## config.mk

```make
export PLATFORM = sky130hd
export DESIGN_NAME = pcm_rom_cache
export DESIGN_NICKNAME = d
export VERILOG_FILES = /design/src/rtl/pcm_rom_cache.sv
export SDC_FILE = /design/constraint.sdc
export NUM_CORES = 1
export LEC_CHECK = 0
export BUFFER_PORTS_ARGS = -buffer_cell sky130_fd_sc_hd__buf_2
export CAP_MARGIN = 5
export CORE_ASPECT_RATIO = 0.6
export CORE_MARGIN = 2
export CORE_UTILIZATION = 45
export DETAILED_ROUTE_END_ITERATION = 8
export PLACE_DENSITY = 0.61
export SLEW_MARGIN = 20
export SYNTH_ARGS = -nofsm -noshare
export SYNTH_HDL_FRONTEND = slang
export SYNTH_SLANG_ARGS = --single-unit
```

## constraint.sdc

```tcl
create_clock -name clk_sys -period 2.1 [get_ports clk_sys]
set_input_delay 0.21 -clock clk_sys [delete_from_list [all_inputs] [get_ports clk_sys]]
set_output_delay 0.21 -clock clk_sys [all_outputs]
set_load 0.1 [all_outputs]
```

## src/rtl/pcm_rom_cache.sv

```systemverilog
// pcm_rom_cache: byte-wide jt6295 ROM port served from an 8-byte line filled by 4-beat SDRAM bursts.
// Optional feature macro PCM_PREFETCH_EN adds a second line that is prefetched with the next sequential line.
module pcm_rom_cache #(
   parameter logic [24:0] SDRAM_BASE = 25'hE8000,
   parameter int          ADDR_W     = 18
) (
   input  logic              clk_sys,
   input  logic              reset_n,
   input  logic [ADDR_W-1:0] rom_addr,
   output logic [7:0]        rom_data,
   output logic              rom_ok,
   output logic              sd_req,
   output logic [24:0]       sd_addr,
   input  logic              sd_ack,
   input  logic              sd_valid,
   input  logic [15:0]       sd_data
);

   localparam int TAG_W = ADDR_W - 3;
   localparam logic [TAG_W-1:0] TAG_ONE = {{(TAG_W-1){1'b0}}, 1'b1};

   typedef enum logic [1:0] {
      IDLE = 2'd0,
      REQ  = 2'd1,
      FILL = 2'd2
   } state_t;

   function automatic logic [7:0] line_byte(input logic [63:0] line, input logic [2:0] sel);
      line_byte = line[{sel, 3'b000} +: 8];
   endfunction

   function automatic logic [24:0] line_addr(input logic [TAG_W-1:0] tag);
      line_addr = SDRAM_BASE + 25'({tag, 3'b000});
   endfunction

   state_t           state_r;
   state_t           state_s;
   logic [63:0]      line0_r;
   logic [TAG_W-1:0] tag0_r;
   logic             v0_r;
   logic [47:0]      fill_buf_r;
   logic [TAG_W-1:0] fill_tag_r;
   logic [1:0]       cnt_r;
   logic             sd_req_r;
   logic [24:0]      sd_addr_r;
   logic             ok_q_r;
   logic [7:0]       rom_data_r;
   logic [ADDR_W-1:0] addr_q_r;

   logic [TAG_W-1:0] req_tag_s;
   logic             hit0_s;
   logic             start_s;
   logic [TAG_W-1:0] start_tag_s;
   logic             last_beat_s;
   logic             ok_next_s;

`ifdef PCM_PREFETCH_EN
   logic [63:0]      line1_r;
   logic [TAG_W-1:0] tag1_r;
   logic             v1_r;
   logic             fill_to1_r;
   logic             hit1_s;
   logic             swap_s;
   logic             pf_need_s;
   logic             start_pf_s;
   logic [TAG_W-1:0] next_tag_s;
`endif

   assign req_tag_s = rom_addr[ADDR_W-1:3];
   assign hit0_s    = v0_r && (tag0_r == req_tag_s);

`ifdef PCM_PREFETCH_EN
   assign hit1_s     = v1_r && (tag1_r == req_tag_s);
   assign next_tag_s = tag0_r + TAG_ONE;
   assign pf_need_s  = v0_r && (!v1_r || (tag1_r != next_tag_s));
   // Line 0 is untouched while a prefetch fills line 1, so hits keep being served.
   assign ok_next_s  = hit0_s && ((state_r == IDLE) || fill_to1_r);
`else
   assign ok_next_s  = hit0_s && (state_r == IDLE);
`endif

   // Next-state and request-launch decode
   always_comb begin
      state_s     = state_r;
      start_s     = 1'b0;
      start_tag_s = req_tag_s;
      last_beat_s = 1'b0;
`ifdef PCM_PREFETCH_EN
      swap_s      = 1'b0;
      start_pf_s  = 1'b0;
`endif
      case (state_r)
         IDLE: begin
`ifdef PCM_PREFETCH_EN
            if (!hit0_s && hit1_s) begin
               swap_s  = 1'b1;
               state_s = IDLE;
            end else if (!hit0_s) begin
               start_s = 1'b1;
               state_s = REQ;
            end else if (pf_need_s) begin
               start_s     = 1'b1;
               start_pf_s  = 1'b1;
               start_tag_s = next_tag_s;
               state_s     = REQ;
            end else begin
               state_s = IDLE;
            end
`else
            if (!hit0_s) begin
               start_s = 1'b1;
               state_s = REQ;
            end else begin
               state_s = IDLE;
            end
`endif
         end
         REQ: begin
            if (sd_ack) begin
               state_s = FILL;
            end else begin
               state_s = REQ;
            end
         end
         FILL: begin
            if (sd_valid && (cnt_r == 2'd3)) begin
               last_beat_s = 1'b1;
               state_s     = IDLE;
            end else begin
               state_s = FILL;
            end
         end
         default: begin
            state_s = IDLE;
         end
      endcase
   end

   // State, SDRAM request and beat assembly registers
   always_ff @(posedge clk_sys) begin
      if (!reset_n) begin
         state_r    <= IDLE;
         sd_req_r   <= 1'b0;
         sd_addr_r  <= 25'd0;
         fill_tag_r <= '0;
         cnt_r      <= 2'd0;
         fill_buf_r <= 48'd0;
`ifdef PCM_PREFETCH_EN
         fill_to1_r <= 1'b0;
`endif
      end else begin
         state_r <= state_s;
         if (start_s) begin
            fill_tag_r <= start_tag_s;
            sd_addr_r  <= line_addr(start_tag_s);
            sd_req_r   <= 1'b1;
`ifdef PCM_PREFETCH_EN
            fill_to1_r <= start_pf_s;
`endif
         end else if ((state_r == REQ) && sd_ack) begin
            sd_req_r <= 1'b0;
            cnt_r    <= 2'd0;
         end else if ((state_r == FILL) && sd_valid) begin
            cnt_r <= cnt_r + 2'd1;
            case (cnt_r)
               2'd0:    fill_buf_r[15:0]  <= sd_data;
               2'd1:    fill_buf_r[31:16] <= sd_data;
               2'd2:    fill_buf_r[47:32] <= sd_data;
               default: fill_buf_r        <= fill_buf_r;
            endcase
         end else begin
            cnt_r <= cnt_r;
         end
      end
   end

   // Line storage: commit on the last beat (beat 3 goes straight in), swap on a line-1 hit
   always_ff @(posedge clk_sys) begin
      if (!reset_n) begin
         line0_r <= 64'd0;
         tag0_r  <= '0;
         v0_r    <= 1'b0;
`ifdef PCM_PREFETCH_EN
         line1_r <= 64'd0;
         tag1_r  <= '0;
         v1_r    <= 1'b0;
`endif
      end else begin
`ifdef PCM_PREFETCH_EN
         if (last_beat_s && fill_to1_r) begin
            line1_r <= {sd_data, fill_buf_r};
            tag1_r  <= fill_tag_r;
            v1_r    <= 1'b1;
         end else if (last_beat_s) begin
            line0_r <= {sd_data, fill_buf_r};
            tag0_r  <= fill_tag_r;
            v0_r    <= 1'b1;
         end else if (swap_s) begin
            line0_r <= line1_r;
            tag0_r  <= tag1_r;
            v0_r    <= 1'b1;
            v1_r    <= 1'b0;
         end else begin
            v0_r <= v0_r;
         end
`else
         if (last_beat_s) begin
            line0_r <= {sd_data, fill_buf_r};
            tag0_r  <= fill_tag_r;
            v0_r    <= 1'b1;
         end else begin
            v0_r <= v0_r;
         end
`endif
      end
   end

   // Registered read port; addr_q lets rom_ok drop in the same cycle the address moves
   always_ff @(posedge clk_sys) begin
      if (!reset_n) begin
         ok_q_r     <= 1'b0;
         rom_data_r <= 8'h00;
         addr_q_r   <= '0;
      end else begin
         addr_q_r <= rom_addr;
         ok_q_r   <= ok_next_s;
         if (ok_next_s) begin
            rom_data_r <= line_byte(line0_r, rom_addr[2:0]);
         end else begin
            rom_data_r <= rom_data_r;
         end
      end
   end

   assign rom_ok   = ok_q_r & (rom_addr == addr_q_r);
   assign rom_data = rom_data_r;
   assign sd_req   = sd_req_r;
   assign sd_addr  = sd_addr_r;

endmodule

```

==> flow_summary_export.csv <==
group,metric,value,unit
outcome,status,"finished, violations left",
outcome,violations,"setup timing",
setup_path,startpoint,"addr_q_r[14]",
setup_path,setup.worst_path.start_class,"flip-flop",
cts,tritoncts,"built",
synthesis,syn_area_per_cell,8.87,sq um
sta,fmax,449,MHz
sta,setup_viol,1,
cts,path_clk_slew,0.07,ns
synthesis,netlist.area_leader.share,47.8,%
drt,met2_length,7810,microns
placement,gp_congestion,0.822,
placement,dpl.hpwl,12700,microns
sta,period_share,106,%
synthesis,syn_inst,855,
synthesis,synth-edff-count,0,
drt,routed.top_layer,"met4",
sta,drv_slew,0,
floorplan,num_rows,36,
synthesis,synth_warnings,0,
finish,layout-drive-gt1-share,18.3,%
synthesis,ys_seq_area_share,47.8,%
pwr,p_per_area,861,nW/um^2
grt,grt_pass1_vias,5555,
finish,nets,935,
floorplan,core_area,16400,sq um
cts,cts_setup_buffers,0,
cts,cts.path.max_buffers,2,
floorplan,die_height,105,microns
flow_run,maxCapViolCount,0,
sta,grt_setup_unrepaired,"true",
sta,fin_crit,2.23,ns
pwr,switching_share,26.1,%
min_path,hp-class,"primary input to flip-flop",
finish,area_delta_synth_final,16.6,%
drt,vias,5751,
grt,overflow,0,
sta,hold_viol_final,0,
setup_path,cp_max_fo,1,
setup_path,endpoint,"rom_ok",
drt,drt_wl_total,18700,microns
grt,grt_use_total,21.9,%
finish,antenna_cells,0,
drt,drtIter0Drc,439,
setup_path,cp.required,1.89,ns
setup_path,crit_path_end_kind,"output port",
placement,io_buffers,65,
cts,numCtsBuffers,17,
synthesis,yosysMostFrequentCell,"nand2_1",
setup_path,r2r_setup_slack,0.07,ns
setup_path,criticalPathCategory,"flip-flop to output port",
synthesis,synth.distinct_cells,35,
setup_path,critPathArrivalTime,2.02,ns
synthesis,synth-main-ff-cell,"dfxtp_1",
grt,grt_max_degree,81,
grt,antenna_found_initial,0,
setup_path,rr_endpoint,"rom_data[3]",
floorplan,die_area,17900,sq um
drt,wl_met1,9640,microns
synthesis,syn-cell-area,7590,sq um
synthesis,synth_common_cells,"297 x nand2_1, 181 x dfxtp_1, 126 x a21boi_0",
pwr,p_leak,0.00314,uW
synthesis,ys_seq_elements,181,
setup_path,reg2reg_from,"tag0_r[11]",
drt,routed_via_density,5.08,
cts,cts_sinks,181,
floorplan,start_util,46.4,%
drt,first_pass_iters,4,
cts,ctsRootBufferMaster,"clkbuf_16",
synthesis,synth_area_leaders,"dfxtp_1 48%, nand2_1 15%, a21boi_0 12%",
pwr,internal_power,5630,uW
pwr,irDropWorstVdd,0.000391,V
sta,clock_skew,0.0127,ns
drt,wl_met3,1120,microns
cts,htreeDepth,4,
sta,setup_slack,-0.129,ns
floorplan,io-pin-count,73,
pwr,total_power,7620,uW
drt,drc,0,
synthesis,synthArstFlopShare,0,%
drt,drt-wirelength-per-cell,16.5,microns
setup_path,worstRegToRegCells,6,
sta,whs,0.0565,ns
cts,clk_latency,0.43,ns
pwr,p_clk_share,43.3,%
pwr,p_comb_share,10.1,%
synthesis,yosysTopAreaCell,"dfxtp_1",
pwr,seq_power_share,46.5,%
placement,place_ws,0.108,ns
grt,grt_pass1_wl,30200,microns
pwr,netSwitchingPower,1990,uW
drt,postRouteAntennaNets,0,
floorplan,dieWidth,172,microns
power groups by stage:
stage	registers (uW)	clock network, uW	logic [uW]
2_1_floorplan	3700	0	509
3_3_place_gp	3620	0	753
3_5_place_dp	3620	0	757
4_1_cts	3540	3350	767
5_1_grt	3550	3510	816
6_report	3550	3300	772
how the worst min path moves through the flow:
stage / start / to / slack [ns] / depth (start not counted)
after floorplan: sd_data[9] / fill_buf_r[41] / 0.34 / 2
after global placement: sd_addr[15] / sd_addr[15] / 0.45 / 2
after detailed placement: sd_addr[19] / sd_addr[19] / 0.45 / 2
after CTS: sd_data[9] / fill_buf_r[41] / 0.04 / 3
after global routing: rom_addr[12] / addr_q_r[12] / 0.05 / 2
final: sd_data[9] / fill_buf_r[41] / 0.06 / 3
per-stage QoR:
| stage | utilization (%) | setup TNS (ns) | cells | cell area (sq um) |
|---|---|---|---|---|
| finish | 54.1 | -0.129 | 1132 | 8850 |
| floorplan | - | -0.257 | 861 | 7690 |
| global placement | 49.9 | 0 | 1100 | 8160 |
| CTS | 53.9 | -0.128 | 1132 | 8820 |
| detailed placement | 49.9 | 0 | 1100 | 8160 |
| global route | 54.1 | -0.211 | 1132 | 8850 |
worst max-delay path: stages, from the launching register on:
cell     delay [ns]
dfxtp_1        0.32
xnor2_1        0.22
nand4_1        0.14
or4_4          0.51
nor4_4         0.20
buf_12         0.21
kinds of logic (layout without fill, tap and decap cells):
| group | Yosys count | in the layout | synth area share, % |
|---|---|---|---|
| AND/OR/NAND/NOR | 364 | 364 | 20.1 |
| buffers and inverters | 83 | 126 | 5.36 |
| adder cells (fa/ha/maj) | 6 | 6 | 0.990 |
| flip-flops | 181 | 181 | 47.8 |
| XOR/XNOR | 33 | 33 | 3.81 |
| multiplexers | 36 | 36 | 7.52 |
| other | 1 | 7 | 0.0494 |
| AO/OA/AOI/OAI | 151 | 151 | 14.4 |
sequential cells by signal (all words and copies together), names as in the netlist:
name / flops
ok_q_r: 1
addr_q_r: 18
fill_tag_r: 15
sd_addr: 6
sd_req: 1
line0_r: 64
tag0_r: 15
rom_data: 8
cnt_r: 2
v0_r: 1
state_r: 2
fill_buf_r: 48
area by class of cell:
cell class                 count  area, sq um
inverter                       4         15.0
timing repair buffer          90          618
multi-input combinational    597         3680
clock buffer                  18          439
sequential                   181         3630
tap                          228          285
clock inverter                14          179
fill                        1488         7500
cells in the final DEF (no fill, tap or decap), types with 3 or more instances in the layout:
cell / netlist / final
nand2_1: 297 / 296
dfxtp_1: 181 / 178
a21boi_0: 126 / 126
buf_2: 16 / 63
xnor2_1: 30 / 21
and2_1: 22 / 21
buf_4: 20 / 19
nand3_1: 17 / 17
clkbuf_16: 0 / 17
o21ai_0: 16 / 16
mux4_2: 16 / 16
mux2i_1: 12 / 12
nand4_1: 10 / 10
xnor2_2: 0 / 8
mux2_2: 8 / 8
buf_12: 0 / 8
conb_1: 1 / 7
ha_1: 6 / 6
clkinv_4: 0 / 6
inv_1: 4 / 4
nor2_1: 4 / 4
nor2b_1: 4 / 4
xor2_1: 3 / 3
a21oi_1: 3 / 3
dfxtp_2: 0 / 3
bufinv_16: 0 / 3
clkinvlp_4: 0 / 3
what timing repair did:
item	4_1_cts	5_1_grt
pin swaps	3	0
endpoints found under the setup margin	1	1
gates cloned	0	0
hold buffers	0	0
gates resized for setup	6	5
layer usage:
layer	up-vias	GRT usage [%]
li1	2864	-
met1	2729	33.8
met2	145	30.5
met3	13	5.38
met4	0	4.90
met5	-	0
No activity file was read; power rests on OpenSTA's default activity.
